==> config.mk <==
export PLATFORM = sky130hd
export DESIGN_NAME = pc_sequencer
export DESIGN_NICKNAME = d
export VERILOG_FILES = /design/src/rtl/pc_sequencer.sv
export SDC_FILE = /design/constraint.sdc
export NUM_CORES = 1
export LEC_CHECK = 0
export ABC_AREA = 0
export CELL_PAD_IN_SITES_DETAIL_PLACEMENT = 1
export CELL_PAD_IN_SITES_GLOBAL_PLACEMENT = 1
export CORE_MARGIN = 2
export CORE_UTILIZATION = 32
export DETAILED_ROUTE_END_ITERATION = 8
export HOLD_SLACK_MARGIN = 0.06
export PLACE_DENSITY_LB_ADDON = 0.1
export SYNTH_ARGS = -nofsm -noshare
export SYNTH_HDL_FRONTEND = slang
export SYNTH_SLANG_ARGS = --single-unit
==> constraint.sdc <==
create_clock -name clk -period 5.3 [get_ports clk]
set_clock_uncertainty 0.15 [all_clocks]
set_input_delay 0.795 -clock clk [delete_from_list [all_inputs] [get_ports clk]]
set_output_delay 0.795 -clock clk [all_outputs]
set_load 0.05 [all_outputs]
==> src/rtl/pc_sequencer.sv <==
// Fetch/commit sequencer: owns the PC, handshakes with instruction and data memory,
// and steers the next-PC unit. Performs no PC arithmetic of its own.
module pc_sequencer #(
  parameter logic [31:0] RESET_PC      = 32'h0000_0000,
  parameter logic [15:0] FETCH_TIMEOUT = 16'd255
) (
  input  logic        clk,
  input  logic        rstn,
  output logic        imem_req,
  output logic [31:0] imem_addr,
  input  logic        imem_ready,
  input  logic [31:0] imem_rdata,
  output logic [31:0] instr,
  output logic        instr_valid,
  input  logic        is_branch,
  input  logic        is_jump,
  input  logic        br_taken,
  input  logic        is_mem,
  input  logic        dmem_done,
  input  logic        halt,
  output logic [1:0]  npc_op,
  input  logic [31:0] npc,
  output logic [31:0] pc,
  output logic        retire,
  output logic        halted,
  output logic        fault
);

  typedef enum logic [2:0] {
    S_IDLE, S_FETCH, S_EXEC, S_MEM, S_COMMIT, S_HALT
  } state_t;

  state_t      r_state;
  state_t      w_next;
  logic [31:0] r_pc;
  logic [31:0] r_instr;
  logic [15:0] r_tcnt;
  logic        r_fault;
  logic [15:0] w_tcnt_inc;
  logic        w_timeout;
  logic [1:0]  w_op;

  assign w_tcnt_inc = r_tcnt + 16'd1;
  assign w_timeout  = (w_tcnt_inc == FETCH_TIMEOUT);

  // Jump outranks branch; a not-taken branch falls through to sequential advance.
  assign w_op = is_jump                ? 2'b10 :
                (is_branch & br_taken) ? 2'b01 : 2'b00;

  assign imem_addr = r_pc;
  assign pc        = r_pc;
  assign instr     = r_instr;
  assign fault     = r_fault;

  always_comb begin
    w_next      = r_state;
    imem_req    = 1'b0;
    instr_valid = 1'b0;
    retire      = 1'b0;
    halted      = 1'b0;
    npc_op      = 2'b00;
    case (r_state)
      S_IDLE:   w_next = S_FETCH;
      S_FETCH: begin
        imem_req = 1'b1;
        if (imem_ready)     w_next = S_EXEC;
        else if (w_timeout) w_next = S_HALT;
      end
      S_EXEC: begin
        instr_valid = 1'b1;
        npc_op      = w_op;
        if (halt) begin
          retire = 1'b1;
          w_next = S_HALT;
        end else begin
          w_next = is_mem ? S_MEM : S_COMMIT;
        end
      end
      S_MEM: begin
        npc_op = w_op;
        if (dmem_done) w_next = S_COMMIT;
      end
      S_COMMIT: begin
        npc_op = w_op;
        retire = 1'b1;
        w_next = S_FETCH;
      end
      S_HALT:   halted = 1'b1;
      default:  w_next = S_IDLE;
    endcase
  end

  always_ff @(posedge clk) begin
    if (!rstn) begin
      r_state <= S_IDLE;
      r_pc    <= RESET_PC;
      r_instr <= '0;
      r_tcnt  <= '0;
      r_fault <= 1'b0;
    end else begin
      r_state <= w_next;
      if (r_state == S_FETCH) begin
        if (imem_ready) begin
          r_instr <= imem_rdata;
          r_tcnt  <= '0;
        end else if (w_timeout) begin
          r_tcnt  <= '0;
          r_fault <= 1'b1;
        end else begin
          r_tcnt  <= w_tcnt_inc;
        end
      end
      if (r_state == S_COMMIT) r_pc <= npc;
    end
  end

endmodule

* Word-level counts from Yosys, hierarchy flattened *
Cells that the tools add are included.

storage, ports and cells
  bits in read-only memories = 0
  flip-flop bits (word level) = 84
  bits of input ports = 73
  word-level logic and storage cells = 39
  RAM bits = 0
  bits in latches = 0
  output and inout port bits = 103
  memories = 0

operators by class
  equality and inequality tests = 8
  magnitude comparators = 0
  reduce and logical (&&, ||, !) cells = 6
  $mul = 0
  div/mod/pow operators = 0
  shift operators = 0
  mux-type cells = 16
  $add $sub $neg = 1
  bitwise gates (word level) = 3

operators by type and width
  cell                     number
  $mux W16                 2
  $add A16 B1 Y16 const B  1
  $eq A16 B8 Y1 const B    1
  $mux W3                  5
  $pmux W3 S5              1
  $eq A3 B2 Y1 const B     2
  $eq A3 B3 Y1 const B     2
  $reduce_and A3 Y1        2
  $mux W1                  5
  $mux W2                  2
  $eq A3 B1 Y1 const B     1
  $logic_not A3 Y1         1
  $ne A3 B3 Y1 const B     1
  $reduce_or A3 Y1         1
  $ne A2 B2 Y1 const B     1
  $not A1 Y1               2
  $pmux W1 S2              1
  $reduce_and A2 Y1        1
  $reduce_or A2 Y1         1
  $and A1 B1 Y1            1

* Logic depth before layout (Yosys ltp) *
Gate-level depths: netlist of run 1.

  depth after elaboration = 5
  depth in mapped cells = 10

* Worst setup path after synthesis of run 1 *
Ideal clock, no wire load.

  path kind = reg2out
  start point = reg r_state[1]
  end point = out npc_op[0]
  data required time = 4.355 ns
  path slack = 2.291 ns
  path buffers = 1
  arrival = 2.064 ns
  stages on the path, launching flop included = 5
  path through = dfxtp_1 > clkbuf_1 > nor3_1 > nor2_1 > nor3_1

between the ends
  cells in the longest elaborated chain, start to end = 3
  elaborated cells on any way between the ends = 5
  classes of those cells = 3 x eq/ne; 1 x mux; 1 x reduce/logical

RTL lines
  item                                                 line  source
  start: declaration                                   33    state_t r_state;
  start signal: assignment                             101   r_state <= w_next;
  $eq A3 B3 Y1 / $eq A3 B2 Y1 (equally long branches)  62    case (r_state)
  $reduce_or A3 Y1 (no line) *                         -
  $mux W2 *                                            62
  end: declaration                                     21    output logic [1:0] npc_op,

Mark *: on every way between the ends. The rest lies on a longest branch, timed or not.

* Final worst setup path of run 1 *
  start point = reg r_state[2]
  end point = out npc_op[0]

Same word-level chain as after synthesis.

==> results list, run 1 <==
- The completed layout was analyzed and its total power is ~1.7 mW.
- With fillers left out, the area of the finished cells amounts to 5820 µm².
* Residual overflow from global routing: 0
* Number of global-route vias before repair: ~3,800
- After detailed placement, the total cell area comes to between 5000 and 6000 µm².
* Die extent in x: 115 µm
* Number of H-tree branching levels: 3
- Excluding fillers, the count of instances in the completed layout stands at approximately 780.
* Maximum fanout along the worst path: 33
- Synthesis produced a netlist with a net count of between 500 and 600.
- Dividing the final minimum period by the clock period gives 0.651.
- In this run the deepest clock path goes through 2 buffers.
- Transition at the pin with the smallest max-transition slack: around 1.2 ns
* Synth async-reset ratio: 0
* Multi-input logic area: between 1500 and 2000 µm²
- The number of failing hold endpoints at the final stage was 0.
- In this run the tightest slew margin relative to its limit is 0.224.
- Vias per cell: 4.90
- In the synthesized netlist, the number of instances is 499.
- Compared with the post-synthesis result, the final layout area differs by 47.8%.
- The tree is rooted in a sky130_fd_sc_hd__clkbuf_16.
- Max Cap Viol: 0
- For the final routed database, the setup TNS stands at 0 ns.
- Post-layout minimum cycle time: 3.45 ns
- Tightest Hold Check Type: flip-flop to flip-flop
- Of the cells placed in the final design, the portion with a size suffix greater than 1 is 0.0382.
* Number of vias in the routed layout: around 3,800
* Clock tree from TritonCTS: built
* Register clock-pin slew on the reported worst setup and hold paths: roughly 0.060 ns
* Flops & latches, synth: 84
- Worst-case vdd ir drop: between 0.15 and 0.2 mV
- The die is between 100 and 150 µm tall.
- Fraction of post-synthesis cell area in the top cell type by area: 0.427
- Required time of the critical path: approximately 4.4 ns
* Wire length of the first global-routing pass: 19.1 mm
- Once the clock tree was built, the setup fixing pass inserted 0 buffers.
- Final #Nets: about 700
- Initial drt markers: 105
* Cell with the most instances after synthesis: sky130_fd_sc_hd__nand2_1
* Total number of clock tree sinks: 84
- In this run, post-CTS hold repair placed 0 buffers.
* Pin count of the biggest net entering global routing: a little under 80
* Total setup violations reported at the end of the flow: 0
- In the global route stage, overall resource usage came out at 0.183.
* Total CTS buffers: 9
- Setup slack, reg-to-reg: approximately 2.3 ns
- roughly 180 I/O pins were placed.
- Once detailed placement completed, the half-perimeter wirelength came to about 8.7 mm.
- Yosys attributes the largest share of cell area to sky130_fd_sc_hd__dfxtp_1 (43%), sky130_fd_sc_hd__nand2_1 (15%), sky130_fd_sc_hd__a21boi_0 (13%).
- Of the synthesized area, sequential elements account for 0.427.
* Die area: 13,200 µm²
* Placer's final routability congestion estimate: roughly 0.76
- Routed length per placed instance: about 15 µm
* Total length of routed wires: about 12 mm
* Critical path class: flip-flop to output port
* Distinct cell type count after synthesis: 43
- The number of antenna diodes in the final layout is 0.
* Placeable core area: 12,000 µm²
- For this design the static power due to leakage is 2.02 nW.
* Insertion delay of the later-clocked pin in the worst-skew pair: 0.34 ns
* Number of resized instances in the post-cts repair step: 0
- The number of pins exceeding their max-slew limit in the final report was 0.
- Maximum operating frequency: roughly 0.29 GHz
* Inst Count DP: 760
- Startpoint kind of the worst setup timing path: flip-flop
- The floorplan has 40 rows.
- In this run the tool buffered the top-level ports with about 180 buffer cells.
- Run status: finished clean
- Critical path data arrival time: approximately 2.5 ns
* Length of the first detailed-routing pass in iterations: 4
* Post-DRT Antenna Nets: 0
- The worst setup path is captured at an output port.
- For this run, the leading register cell type out of synthesis is sky130_fd_sc_hd__dfxtp_1.
- Synthesized cell area: roughly 4000 µm²
- Across the whole layout, storage elements account for ~1700 µm².
- Fill count: roughly 1,400
* Number of DRC violations after detailed routing: 0
- Antenna violations before repair: 0
- List of most frequent post-synthesis cells: sky130_fd_sc_hd__nand2_1 (155), sky130_fd_sc_hd__dfxtp_1 (84), sky130_fd_sc_hd__a21boi_0 (68)
- In this run the mean area of a mapped cell was between 7 and 8 µm².
- The synthesized design spends more area on one cell type than any other, namely sky130_fd_sc_hd__dfxtp_1.
* Effective utilization at floorplan: 0.328
* Unrepaired setup endpoints after global routing: no
- In this run, synthesis inferred 0 flip-flops with an integrated enable.
- Synth warn: 0
- Power density over the cells: 292 nW/µm²
## flip-flops by register name, indices dropped and copies added, names as in the netlist
name / count
fault: 1
imem_addr: 32
r_state: 3
r_tcnt: 16
instr: 32
## cell usage in the layout (no fill, tap or decap), types with 2 or more instances in the layout
cell type and count:
sky130_fd_sc_hd__or3_1 4, sky130_fd_sc_hd__ha_1 2, sky130_fd_sc_hd__clkbuf_16 9, sky130_fd_sc_hd__nor2_1 12, sky130_fd_sc_hd__or4_1 3, sky130_fd_sc_hd__o21ai_0 14, sky130_fd_sc_hd__o31ai_1 2, sky130_fd_sc_hd__a21o_1 7
sky130_fd_sc_hd__inv_1 7, sky130_fd_sc_hd__dfxtp_1 84, sky130_fd_sc_hd__nor4_1 2, sky130_fd_sc_hd__xnor2_1 2, sky130_fd_sc_hd__and3_1 5, sky130_fd_sc_hd__nor3b_1 5, sky130_fd_sc_hd__nand3_1 8, sky130_fd_sc_hd__and2_1 4
sky130_fd_sc_hd__clkbuf_1 2, sky130_fd_sc_hd__nand2_1 155, sky130_fd_sc_hd__a31oi_1 2, sky130_fd_sc_hd__nand4_1 8, sky130_fd_sc_hd__clkdlybuf4s50_1 174, sky130_fd_sc_hd__a21oi_1 11, sky130_fd_sc_hd__nor3_1 6, sky130_fd_sc_hd__o21ai_1 2
sky130_fd_sc_hd__a21boi_0 68, sky130_fd_sc_hd__nor2b_1 5, sky130_fd_sc_hd__buf_4 3
## worst max-delay path, stage by stage, from the launching register on
cell	delay (ns)
sky130_fd_sc_hd__dfxtp_1	0.35
sky130_fd_sc_hd__inv_1	0.12
sky130_fd_sc_hd__nor3_2	0.18
sky130_fd_sc_hd__buf_4	0.36
sky130_fd_sc_hd__nor2_1	0.14
sky130_fd_sc_hd__nor3_1	0.19
sky130_fd_sc_hd__clkdlybuf4s50_1	0.82
## report_power, final
group          switching (mW)  internal (mW)
clock network           0.250          0.377
logic                   0.241          0.145
registers              0.0245          0.661
total                   0.515           1.18
## stage by stage
step / worst slack, ns / util / hold WS (ns)
3_5_place_dp: 2.10 / 0.460 / 0.310
2_1_floorplan: 2.29 / - / 0.326
6_report: 1.85 / 0.484 / 0.312
5_1_grt: 1.66 / 0.484 / 0.344
3_3_place_gp: 2.12 / 0.460 / 0.294
4_1_cts: 1.83 / 0.484 / 0.317
## worst paths after layout
check | start | end | cells past startpoint
worst max register to register | r_tcnt[1] | r_tcnt[7] | 8
worst min register to register | instr[13] | instr[13] | 2
worst max-delay path | r_state[2] | npc_op[0] | 6
worst min-delay path | instr[13] | instr[13] | 2
## cell type report
type,instances,share of cell area
timing repair buffer,178,0.304
clock buffer,12,0.0424
tap,147,0.0316
inverter,7,0.00452
sequential,84,0.289
clock inverter,3,0.00796
multi-input combinational,344,0.320
## cell families (layout without fill, tap and decap cells)
kind of cell | after synthesis | in the layout | synth area share
and+or+nand+nor | 225 | 225 | 0.255
AOI/OAI and AO/OA | 113 | 113 | 0.202
DFF | 84 | 84 | 0.427
buffers and inverters | 71 | 200 | 0.100
xor gates and xnor gates | 3 | 3 | 0.00668
adders and majority gates | 2 | 2 | 0.00636
muxes | 1 | 1 | 0.00254
## metal layers
metal,track usage,up-vias,share of wire
met5,0,-,0
met1,0.217,1788,0.42
li1,-,1885,-
met2,0.314,112,0.49
met4,0.0707,0,0.015
met3,0.0517,14,0.073
(Power assumes the default switching activity.)
==> run 2, diff against run 1 <==
Settings changed: CORE_UTILIZATION 32 to 29.
Clock period 5.3 ns to 3.4 ns, I/O delays scaled along.
==> run 2 against run 1 <==
Against the previous run: cell area up 1.1%; utilization decreased by 4.0 points; hold slack better by 0.0022 ns; via count rose by 0.47%; combinational power grew 56%; flip-flop and latch count is the same; worst setup slack worse by 1.4 ns; sequential power up 56%; critical endpoint is now retire; largest power group unchanged.
==> results list, run 2 (synthesis results as in run 1) <==
- IR analysis of the VDD net gives a maximum drop of around 0.23 mV.
- Of the total power, the share spent switching nets is 0.306.
* Number of H-tree branching levels: 3
- CTS Root Buffer Type: sky130_fd_sc_hd__clkbuf_16
- Summing all multi-input logic gate instances after layout gives approximately 1900 µm².
- Number of vias in the routed layout: ~3,800
- Number of global-route vias before repair: 3,748
* Max Cap Viol: 0
- In this run the tightest slew margin relative to its limit is 0.569.
* Diodes inserted: 0
* Die extent in x: between 100 and 150 µm
* Post-layout minimum cycle time: about 3 ns
- Final #Nets: ~700
* Buffer count from post-CTS setup fixing: 0
- The region available for standard cell placement spans approximately 13,000 µm².
- The congestion estimate from routability-driven global placement came to 0.823.
* Startpoint kind of the worst setup timing path: flip-flop
* Number of ports placed on the die boundary: roughly 180
* Initial drt markers: between 150 and 200
- The HPWL after detailed placement is between 8 and 9 mm.
- The share of total power dissipated in the clock network is 0.378.
- Summing all flip-flop and latch instances after layout gives between 1500 and 2000 µm².
* Total setup violations reported at the end of the flow: 0
* Vias per cell: ~4.7
- Length of the first detailed-routing pass in iterations: 4
- Antenna violations before repair: 0
- Inst Count DP: 791
- In this run, CTS created clock tree buffers numbering 9.
* Vertical die dimension: roughly 120 µm
- Measured on the finished design, the core utilization comes to 0.444.
* Net Switching: just over 0.8 mW
- Power spread over the standard cell area amounts to roughly 460 nW/µm².
- In this run the core area contains 42 standard-cell rows.
- In the finished design, the share of the clock period the worst path needs comes to 0.871.
* Critical path data arrival time: between 2 and 2.5 ns
- Number of resized instances in the post-cts repair step: 0
- In this run the worst hold path is classified as flip-flop to flip-flop.
* Longest Clk Path Bufs: 2
* Unrepaired setup endpoints after global routing: no
- Maximum fanout along the worst path: 11
- Wire length of the first global-routing pass: approximately 19 mm
- Total length of routed wires: 12.0 mm
- Fraction of power consumed by sequential logic: 0.397
* Post-DRT Antenna Nets: 0
- Hold repair after CTS inserted 0 buffers.
- Power share of the combinational group: 0.225
* Final total negative setup slack: 0 ns
- Critical path class: flip-flop to output port
- Final Slew Violations: 0
- Insertion delay of the later-clocked pin in the worst-skew pair: around 0.34 ns
* Routed length per placed instance: around 15 µm
- Die area: roughly 15,000 µm²
- The number of failing hold endpoints at the final stage was 0.
* Most used cells in the layout excluding fill and tap cells: sky130_fd_sc_hd__clkdlybuf4s50_1 (174), sky130_fd_sc_hd__nand2_1 (155), sky130_fd_sc_hd__dfxtp_1 (84)
- TritonCTS built the clock tree.
* Port Buffers: 175
- Final Hold Slack: about 0.31 ns
- Clock-pin slew was measured on the worst setup and hold paths at 0.06 ns.
- Fill count: between 1,500 and 2,000
* Syn-to-layout area delta: 49.4%
- Maximum operating frequency: ~0.34 GHz
* Effective utilization at floorplan: 0.297
* Overall Global Routing Usage: 0.170
- For this design the static power due to leakage is a little over 2 nW.
- Excluding fillers, the count of instances in the completed layout stands at 806.
- Entering global routing, the biggest net connects 76 pins.
- Critical Path End Type: output port
- Fraction of layout cells with a size suffix above 1: 0.0429
- Required time of the critical path: roughly 2.7 ns
- After detailed routing, the number of remaining DRC violations is 0.
* Cell Int Power: 1.87 mW
* Most frequent standard cell in the layout excluding fill and tap cells: sky130_fd_sc_hd__clkdlybuf4s50_1
- Residual overflow from global routing: 0
* Total number of clock tree sinks: 84
* Run status: finished clean
- For the pin with the worst max-slew slack, the measured transition is 0.647 ns.
## run 2: cell types whose count changed in the layout (fill, tap and decap cells not counted)
cell                       previous run  this run
sky130_fd_sc_hd__buf_4                3         5
sky130_fd_sc_hd__inv_6                1         0
sky130_fd_sc_hd__clkbuf_1             2         1
sky130_fd_sc_hd__clkinv_4             0         1
sky130_fd_sc_hd__clkbuf_8             1         2
## run 2: critical path: stages (launching register included)
cell	delay, ns
sky130_fd_sc_hd__dfxtp_1	0.52
sky130_fd_sc_hd__nor2b_1	0.24
sky130_fd_sc_hd__nor2b_1	0.24
sky130_fd_sc_hd__nand2_1	0.08
sky130_fd_sc_hd__nand2_1	0.06
sky130_fd_sc_hd__clkdlybuf4s50_1	0.81
## run 2: cell type report
type / count / area share
well taps: 176 / 0.0375
repair buffers: 180 / 0.303
clock inverters: 3 / 0.00787
clock buffers: 12 / 0.0436
multi-input cells: 344 / 0.317
inverters: 7 / 0.00447
flip-flops and latches: 84 / 0.286
## run 2: power groups by stage
| stage | Sequential [mW] | Clock (mW) | Combinational [mW] |
|---|---|---|---|
| CTS | 1.07 | 1.05 | 0.613 |
| global placement | 1.09 | 0 | 0.606 |
| finish | 1.07 | 1.02 | 0.604 |
| detailed placement | 1.09 | 0 | 0.611 |
| floorplan | 1.22 | 0 | 0.248 |
| global route | 1.07 | 1.08 | 0.650 |
## run 2: path summary, 6_finish.rpt
check | start | to | slack (ns) | cells after the start
worst max-delay path | r_state[1] | retire | 0.44 | 5
worst min-delay path | instr[19] | instr[19] | 0.31 | 2
worst max register to register | r_tcnt[0] | r_tcnt[7] | 0.49 | 8
worst min register to register | instr[19] | instr[19] | 0.31 | 2
## run 2: per-layer routing
metal,GRT usage,routed length (µm),vias up
met2,0.282,5630,129
li1,-,-,1884
met3,0.0566,988,13
met5,0,0,-
met1,0.203,5220,1791
met4,0.0632,184,0
## run 2: metrics by stage
| step | cell area, µm² | setup slack [ns] | power [mW] |
|---|---|---|---|
| finish | 5880 | 0.438 | 2.69 |
| CTS | 5880 | 0.423 | 2.73 |
| global route | 5880 | 0.248 | 2.80 |
| floorplan | 3940 | 0.676 | 1.47 |
| detailed placement | 5580 | 0.504 | 1.70 |
| global placement | 5580 | 0.615 | 1.69 |
==> run 3, diff against run 2 <==
Settings changed: PLACE_DENSITY set to 0.9, PLACE_DENSITY_LB_ADDON 0.1 to unset.
==> run 3 against run 2 <==
Against the previous run: sequential power hardly changed; critical endpoint unchanged; hold slack worse by 0.0018 ns; sequential share of layout area is 0.061 points higher; critical path depth stayed put; non-clock buffer count is 1 higher.
==> results list, run 3 (synthesis results as in run 1) <==
* Maximum operating frequency: between 0.3 and 0.4 GHz
- Met2 wire len: about 6.0 mm
- For the worst setup path, the data required time is approximately 2.7 ns.
- Leaving out fill and tap cells, the most frequent cell in the layout is sky130_fd_sc_hd__clkdlybuf4s50_1.
* M1 wire length: 5.06 mm
- Including well taps, the total number of placed cells is ~800.
- Length of the first detailed-routing pass in iterations: 4
- Filler-free cell count of the finished design: just over 800
- Dividing total power by cell area gives a power density of around 450 nW/µm².
- Multi-input logic area: roughly 1900 µm²
* Transition at the pin with the smallest max-transition slack: ~0.56 ns
* Max Cap Viol: 0
* Total CTS buffers: 9
- Share of the cycle needed by the critical path after routing: 0.879
* CTS Root Buffer Type: sky130_fd_sc_hd__clkbuf_16
- The flow ran to the end, and the final reports show no timing, DRC or antenna violations.
- The repair_antennas step left the layout with diodes totalling 0.
* Initial drt markers: around 120
- Once the clock tree was built, the resizer swapped 0 gates to a different size.
- Buffer count from post-CTS setup fixing: 0
- The worst setup path is of the flip-flop to output port kind.
- Routed signal wires occupy layers up through met4.
* Setup slack, reg-to-reg: between 0.4 and 0.5 ns
- Critical Path End Type: output port
- The path with the worst hold slack has its endpoint at instr[15].
- Detailed Place HPWL: between 9 and 10 mm
* Routed length per placed instance: between 10 and 15 µm
- At the end of routability-driven placement, the weighted congestion stood at just under 0.9.
- The total area inside the core boundary comes to about 13,000 µm².
- Fill count: 1,568
- For this design the static power due to leakage is between 2 and 2.5 nW.
- Clock tree from TritonCTS: built
- Relative to the synthesized area, the layout overhead comes to 49.0%.
* Final Slew Violations: 0
- In the layout the commonest cells are sky130_fd_sc_hd__clkdlybuf4s50_1 (174), sky130_fd_sc_hd__nand2_1 (155), sky130_fd_sc_hd__dfxtp_1 (84).
* DR WL met3: 766 µm
- Number of ports placed on the die boundary: between 150 and 200
- Counting cells, the worst reg-to-reg path comes to 8.
- The tightest min-delay check is of the flip-flop to flip-flop type.
* Worst-case vdd ir drop: around 0.20 mV
* Standard-cell rows: 42
- Register Area: 1680 µm²
- In this run the critical register-to-register path is captured at r_tcnt[7].
- Fraction of layout cells with a size suffix above 1: 0.0444
- In this run the deepest clock path goes through 2 buffers.
- Die extent in x: 121 µm
* Pin count of the biggest net entering global routing: 56
- Final total negative setup slack: 0 ns
* Final standard cell area without fillers: 5870 µm²
- Input and output buffers added on the ports amount to approximately 180.
* Slew HR: 0.627
* Unrepaired setup endpoints after global routing: no
- Setup violations remaining at the end of the flow were counted as 0.
- Worst slack, placed: between 0.4 and 0.5 ns
- The first global-routing pass estimated between 15 and 20 mm of wire.
- Register clock-pin slew on the reported worst setup and hold paths: 0.06 ns
- Vias per cell: 4.79
- Post-layout minimum cycle time: 2.99 ns
- In this run, post-CTS hold repair placed 0 buffers.
- In the routed design, unresolved DRC markers number 0.
* Maximum fanout along the worst path: 11
- The startpoint identified for the worst hold timing path is instr[15].
- The number of failing hold endpoints at the final stage is 0.
- The worst register-to-register path begins at r_tcnt[0].
- The worst hold path passes through 2 cells.
- Fin worst setup slack: roughly 0.41 ns
- The die covers between 10,000 and 15,000 µm².
- In this run the remaining antenna-violating nets after routing total 0.
* Effective utilization at floorplan: 0.297
- Insertion delay of the later-clocked pin in the worst-skew pair: between 0.3 and 0.4 ns
* Antenna violations before repair: 0
- Number of H-tree branching levels: 3
- Residual overflow from global routing: 0
- The clock drives 84 sinks.
- Number of vias in the routed layout: approximately 3,900
- After the last flow step, the layout net total stands at 702.
* Critical path data arrival time: 2.33 ns
- Number of global-route vias before repair: roughly 4,000
- Startpoint kind of the worst setup timing path: flip-flop
- Cell area after placement: 5580 µm²
* Overall Global Routing Usage: 0.169
- From bottom edge to top edge, the die measures 121 µm.
- Wires add up to between 10 and 15 mm.
-- run 3: changes by cell type in the layout (fill, tap and decap cells not counted), sizes merged --
cell	previous run	this run
clkinvlp	1	0
clkbuf	12	10
clkinv	1	4
buf	6	7
-- run 3: metrics by stage --
stage,power (mW),utilization,hold WS (ns)
2_1_floorplan,1.47,-,0.326
4_1_cts,2.67,0.443,0.318
5_1_grt,2.75,0.443,0.328
3_3_place_gp,1.68,0.422,0.300
6_report,2.62,0.443,0.312
3_5_place_dp,1.70,0.422,0.309
-- run 3: worst max-delay path, cell delays in order, from the launching register on --
cell and delay [ns]:
sky130_fd_sc_hd__dfxtp_1 0.52, sky130_fd_sc_hd__nor2b_1 0.26, sky130_fd_sc_hd__nor2b_1 0.25, sky130_fd_sc_hd__nand2_1 0.09
sky130_fd_sc_hd__nand2_1 0.08, sky130_fd_sc_hd__clkdlybuf4s50_1 0.80
-- run 3: worst max-delay path by stage --
| stage | cells after the start | startpoint | slack [ns] | endpoint |
|---|---|---|---|---|
| floorplan | 4 | r_state[1] | 0.68 | npc_op[0] |
| global placement | 8 | r_tcnt[0] | 0.67 | r_tcnt[7] |
| detailed placement | 8 | r_tcnt[0] | 0.45 | r_tcnt[7] |
| CTS | 5 | r_state[1] | 0.37 | retire |
| global route | 8 | r_tcnt[0] | 0.26 | r_tcnt[7] |
| finish | 5 | r_state[1] | 0.41 | retire |
-- run 3: area by class of cell --
cell class,count,area share
multi-input combinational,344,0.318
inverter,7,0.00448
tap,176,0.0375
clock inverter,5,0.00917
clock buffer,10,0.0390
sequential,84,0.287
timing repair buffer,181,0.305
-- run 3: where the power goes --
group | switching (mW) | total [mW] | internal [mW]
clock | 0.385 | 0.947 | 0.562
combinational | 0.377 | 0.606 | 0.229
sequential | 0.0384 | 1.07 | 1.03
total | 0.800 | 2.62 | 1.82
-- run 3: per-layer routing --
layer / up-vias / track usage
met5: - / 0
met4: 0 / 0.0589
met3: 16 / 0.0453
met2: 136 / 0.303
met1: 1822 / 0.193
li1: 1893 / -
